[config.mk]
export PLATFORM = sky130hd
export DESIGN_NAME = player_ctrl
export DESIGN_NICKNAME = d
export VERILOG_FILES = /design/src/rtl/player_ctrl.sv
export SDC_FILE = /design/constraint.sdc
export NUM_CORES = 1
export LEC_CHECK = 0
export BUFFER_PORTS_ARGS = -buffer_cell sky130_fd_sc_hd__buf_2
export CORE_ASPECT_RATIO = 1.75
export CORE_UTILIZATION = 65
export DETAILED_ROUTE_END_ITERATION = 10
export GPL_TIMING_DRIVEN = 0
export PLACE_DENSITY_LB_ADDON = 0.3
export SYNTH_ARGS = -nofsm -noshare
export SYNTH_HDL_FRONTEND = slang
export SYNTH_SLANG_ARGS = --single-unit
export TNS_END_PERCENT = 100
[constraint.sdc]
create_clock -name clk -period 3.35 [get_ports clk]
set_input_delay 0.1675 -clock clk [delete_from_list [all_inputs] [get_ports clk]]
set_output_delay 0.1675 -clock clk [all_outputs]
set_load 0.03 [all_outputs]
[src/rtl/player_ctrl.sv]
// player_ctrl: turns debounced button levels into a clamped ship X position, a rate-limited fire pulse and a game-reset pulse.
// Optional macro PLAYER_CTRL_AUTOFIRE_EN: holding fire re-fires every COOLDOWN+1 cycles while no bullet is active.
module player_ctrl #(
  parameter int X_W      = 10,
  parameter int X_MIN    = 0,
  parameter int X_MAX    = 608,
  parameter int X_START  = 304,
  parameter int STEP     = 2,
  parameter int MOVE_DIV = 250000,
  parameter int COOLDOWN = 25000000,
  parameter int CNT_W    = 25
) (
  input  logic           clk,
  input  logic           rst,
  input  logic           d_left,
  input  logic           d_right,
  input  logic           d_fire,
  input  logic           d_reset,
  input  logic           bullet_active,
  output logic [X_W-1:0] ship_x,
  output logic           fire_pulse,
  output logic           fire_ready,
  output logic           game_rst
);

  typedef enum logic [1:0] {DIR_NONE, DIR_LEFT, DIR_RIGHT} dir_t;
  typedef enum logic [1:0] {F_IDLE, F_FIRE, F_COOL} fstate_t;
  typedef logic [X_W:0]     xw_t;
  typedef logic [X_W-1:0]   x_t;
  typedef logic [CNT_W-1:0] cnt_t;

  localparam xw_t  L_MIN       = xw_t'(X_MIN);
  localparam xw_t  L_MAX       = xw_t'(X_MAX);
  localparam xw_t  L_STEP      = xw_t'(STEP);
  localparam x_t   L_START     = x_t'(X_START);
  localparam cnt_t L_MOVE_LAST = cnt_t'(MOVE_DIV - 1);
  localparam cnt_t L_COOL_LOAD = cnt_t'(COOLDOWN - 1);

  // Saturating moves, evaluated one bit wider so the subtract cannot wrap.
  function automatic x_t sat_left(input x_t x);
    xw_t xe;
    xw_t diff;
    xe   = {1'b0, x};
    diff = xe - L_STEP;
    if (xe < L_MIN + L_STEP) sat_left = L_MIN[X_W-1:0];
    else                     sat_left = diff[X_W-1:0];
  endfunction

  function automatic x_t sat_right(input x_t x);
    xw_t xe;
    xw_t sum;
    xe  = {1'b0, x};
    sum = xe + L_STEP;
    if (xe > L_MAX - L_STEP) sat_right = L_MAX[X_W-1:0];
    else                     sat_right = sum[X_W-1:0];
  endfunction

  logic    r_fire_p0, r_reset_p0, r_edge_arm, r_game_rst;
  dir_t    r_dir;
  cnt_t    r_move_cnt, r_cool_cnt;
  x_t      r_x;
  fstate_t r_fstate;

  dir_t    w_dir;
  logic    w_fire_rise, w_reset_rise, w_fire_trig, w_step;
  cnt_t    w_move_cnt_nxt, w_cool_nxt;
  x_t      w_x_nxt;
  fstate_t w_fstate_nxt;

  // Edges are ignored until the previous-sample registers hold a real sample,
  // so a button held across reset release is not seen as a fresh press.
  assign w_fire_rise  = r_edge_arm & d_fire  & ~r_fire_p0;
  assign w_reset_rise = r_edge_arm & d_reset & ~r_reset_p0;

`ifdef PLAYER_CTRL_AUTOFIRE_EN
  assign w_fire_trig = d_fire;
`else
  assign w_fire_trig = w_fire_rise;
`endif

  always_comb begin
    w_dir = DIR_NONE;
    if (d_left && !d_right)      w_dir = DIR_LEFT;
    else if (d_right && !d_left) w_dir = DIR_RIGHT;
  end

  always_comb begin
    w_step         = 1'b0;
    w_move_cnt_nxt = '0;
    w_x_nxt        = r_x;
    w_fstate_nxt   = r_fstate;
    w_cool_nxt     = r_cool_cnt;

    if (w_dir != DIR_NONE) begin
      if (w_dir != r_dir)                   w_step = 1'b1;
      else if (r_move_cnt == L_MOVE_LAST)   w_step = 1'b1;
      else                                  w_move_cnt_nxt = r_move_cnt + 1'b1;
    end
    if (w_step) w_x_nxt = (w_dir == DIR_LEFT) ? sat_left(r_x) : sat_right(r_x);

    unique case (r_fstate)
      F_IDLE: if (w_fire_trig && !bullet_active) w_fstate_nxt = F_FIRE;
      F_FIRE: begin
        w_cool_nxt   = L_COOL_LOAD;
        w_fstate_nxt = F_COOL;
      end
      F_COOL: begin
        if (r_cool_cnt == '0) begin
`ifdef PLAYER_CTRL_AUTOFIRE_EN
          w_fstate_nxt = (d_fire && !bullet_active) ? F_FIRE : F_IDLE;
`else
          w_fstate_nxt = F_IDLE;
`endif
        end else begin
          w_cool_nxt = r_cool_cnt - 1'b1;
        end
      end
      default: w_fstate_nxt = F_IDLE;
    endcase

    // Game reset wins over any step or shot decided this cycle.
    if (w_reset_rise) begin
      w_x_nxt        = L_START;
      w_move_cnt_nxt = '0;
      w_fstate_nxt   = F_IDLE;
      w_cool_nxt     = '0;
    end
  end

  always_ff @(posedge clk or posedge rst) begin
    if (rst) begin
      r_fire_p0  <= 1'b0;
      r_reset_p0 <= 1'b0;
      r_edge_arm <= 1'b0;
      r_dir      <= DIR_NONE;
      r_move_cnt <= '0;
      r_cool_cnt <= '0;
      r_x        <= L_START;
      r_fstate   <= F_IDLE;
      r_game_rst <= 1'b0;
    end else begin
      r_fire_p0  <= d_fire;
      r_reset_p0 <= d_reset;
      r_edge_arm <= 1'b1;
      r_dir      <= w_dir;
      r_move_cnt <= w_move_cnt_nxt;
      r_cool_cnt <= w_cool_nxt;
      r_x        <= w_x_nxt;
      r_fstate   <= w_fstate_nxt;
      r_game_rst <= w_reset_rise;
    end
  end

  assign ship_x     = r_x;
  assign fire_pulse = (r_fstate == F_FIRE);
  assign fire_ready = (r_fstate == F_IDLE) && !bullet_active;
  assign game_rst   = r_game_rst;

endmodule

==> impl_metrics.yaml <==
critical_path:
  worstRegToRegCells: 8
  r2r_setup_slack_ns: 0.81
  worstReg2RegEnd: "r_cool_cnt[20]"
  cp_max_fo: 9
  r2r_start: "r_cool_cnt[0]"
  critPathLaunchType: "flip-flop"
  end_kind: "flip-flop"
  crit_arrival_ns: 2.79
  critical_path.startpoint: "r_cool_cnt[0]"
  crit_required_ns: 3.60
  critical_path_class: "flip-flop to flip-flop"
job:
  maxCapViolCount: 0
synthesis:
  synthTopCellsByCount: "64 x dfrtp_1, 52 x nor2_1, 29 x nand2_1, 24 x a21oi_1, 23 x nand3_1"
  synthSimpleGateAreaFrac_pct: 26.5
  ys_types: 67
  synth_seq_cells: 67
  synth_top_area_share_pct: 40.2
  synth_top_family_by_area: "simple AND/OR/NAND/NOR gates"
  synth_edf_count: 0
  seq_area_frac_synth_pct: 42.2
  synth-async-reset-ratio_pct: 100
  yosysTopAreaCell: "dfrtp_1"
  synth_fa_ha_area_share_pct: 2.20
  synth.most_common_cell: "dfrtp_1"
  synth_xor_xnor_area_share_pct: 5.49
  synthFlopType: "dfrtp_1"
  synth_nets: 456
  synth_compound_area_share_pct: 16.7
  synthMuxAreaShare_pct: 1.54
  synthTopCellsByArea: "dfrtp_1 40%, nor2_1 4.9%, xor2_1 3.5%, a21oi_1 3.0%, nand3_1 2.9%"
  syn_avg_cell_area_um2: 9.02
  yosysWarnings: 0
  syn_inst: 442
  synth_area_mm2: 0.00399
route:
  antenna_left: 0
  vias_per_cell: 6.43
  drt-total-wl_um: 9470
  drtPass1Iterations: 5
  drt_iter0_markers: 342
  drc_errors: 0
  vias: 3581
  wl_per_cell_um: 17.0
die:
  die_y_um: 106
  die_area_mm2: 0.00646
  die_w_um: 61.2
  coreArea_mm2: 0.00588
  floorplan.initialDensity_pct: 67.8
  io-pin-count: 20
  row_count: 37
sta:
  fin_skew_ns: 0.00822
  hold_ws_ns: 0.0611
  finalHoldViolCount: 0
  rsz0062_at_grt: "no"
  setup_tns_ns: 0
  min_period_ns: 2.54
  setup_ws_ns: 0.814
  period_share_pct: 75.7
  max_slew.worst_pin.slew_ns: 0.905
  setup_viol: 0
  max_freq_ghz: 0.394
  slew_headroom_pct: 39.1
  slew_viol_final: 0
outcome:
  status: "completed"
clocking:
  cts_tree: "built"
  cts.clk_slew.worst_paths_ns: 0.07
  post_cts_buffers: 0
  cts.sinks: 67
  htreeDepth: 3
  cts_buffers: 9
  postCtsHoldBufs: 3
  cts_max_path_buffers: 2
  ctsResizeCount: 0
  clock_latency_ns: 0.36
  cts_root_buffer: "clkbuf_8"
finish:
  antennaDiodeCount: 0
  fin_nets: 489
  fin_util_pct: 75.1
  final_layout_size_suffix_gt1_share_pct: 13.6
  area_growth_pct: 10.8
  fill_cells: 452
  multiInputGateArea_mm2: 0.00209
  area.sequential_mm2: 0.00168
grt:
  track_usage_pct: 33.7
  grt_max_degree: 39
  antenna_found_initial: 0
  overflow: 0
  grt_pass1_wl_um: 16200
  grt_pass1_vias: 3534
hold_path:
  hold_path_class: "input port to flip-flop"
  hold_depth: 4
  hp-start: "bullet_active"
  hold_end: "r_fstate[0]"
placement:
  pre_cts_slack_ns: 0.943
  gp_congestion: 0.944
  place_hpwl_um: 6550
  port_buffers: 18
power:
  power.density_mw_per_mm2: 644
  leakagePower_nw: 1.78
  vdd_drop_max_mv: 0.434
[layer usage]
layer | vias up | share of wire (%) | track usage (%)
met4 | 0 | 3.3 | 20.1
met5 | - | 0 | 0
met2 | 132 | 53 | 54.4
li1 | 1687 | - | -
met3 | 31 | 4.4 | 4.17
met1 | 1731 | 40 | 41.3
[through the flow]
step / power, W / cell area, um^2 / instances
after floorplan: 0.00190 / 3990 / 442
after global placement: 0.00211 / 4170 / 538
after detailed placement: 0.00215 / 4190 / 539
after CTS: 0.00283 / 4420 / 557
after global routing: 0.00302 / 4420 / 557
final: 0.00284 / 4420 / 557
[worst max path at each step]
stage | to | slack [ns] | depth (start not counted)
global route | r_cool_cnt[20] | 0.59 | 8
global placement | r_cool_cnt[0] | 0.74 | 2
floorplan | ship_x[8] | 1.23 | 6
detailed placement | r_cool_cnt[20] | 0.94 | 8
finish | r_cool_cnt[20] | 0.81 | 8
CTS | r_cool_cnt[20] | 0.89 | 8
[worst max-delay path, cell delays in order (launching register included)]
cell      delay [ns]
dfrtp_1         0.43
inv_1           0.12
ha_1            0.15
clkbuf_1        0.32
nor4b_1         0.33
nand4_1         0.34
o31ai_1         0.35
a21oi_1         0.11
a311oi_1        0.28
[logic make-up after synthesis]
family / after synthesis
AO/OA/AOI/OAI: 95
XOR/XNOR: 25
adder cells (fa/ha/maj): 7
buffers and inverters: 43
flip-flops: 67
multiplexers: 6
other: 2
AND/OR/NAND/NOR: 197
[area by class of cell]
class,count,share of cell area [%]
multi-input cells,332,47.4
repair buffers,22,3.17
clock inverters,2,0.793
clock buffers,13,3.60
plain buffers,27,3.43
flip-flops and latches,67,38.0
well taps,78,2.21
inverters,16,1.36
[flip-flops by register name, summed over array words and instances (netlist names)]
signal and flops:
r_fstate 2, r_reset_p0 1, r_move_cnt 25, ship_x 9
r_edge_arm 1, r_cool_cnt 25, r_dir 2, r_fire_p0 1
game_rst 1
[report_power, final]
part,total (W),switching (W),leakage (nW),internal (W)
clock network,0.000680,0.000300,0.0995,0.000380
logic,0.00101,0.000639,0.810,0.000372
registers,0.00115,0.000189,0.876,0.000963
total,0.00284,0.00113,1.78,0.00172
[layout by cell type, fill, tap and decap left out, drive strengths merged, types with 3 or more instances in the layout]
cell type	n
dfrtp	64
nor2	52
buf	30
nand2	29
clkbuf	27
a21oi	24
nand3	23
nor3	23
o21ai	17
nand4	16
xor2	16
inv	16
nor4	12
a31oi	10
xnor2	9
or3	8
a211oi	7
ha	7
o31ai	7
and3	6
a311oi	6
nand2b	5
mux2i	5
nand3b	4
or4	4
and4b	3
or2	3
o2111ai	3
o211ai	3
dlygate4sd3	3
dfstp	3
o311ai	3
Note: power is estimated with default switching activity, not from simulation.
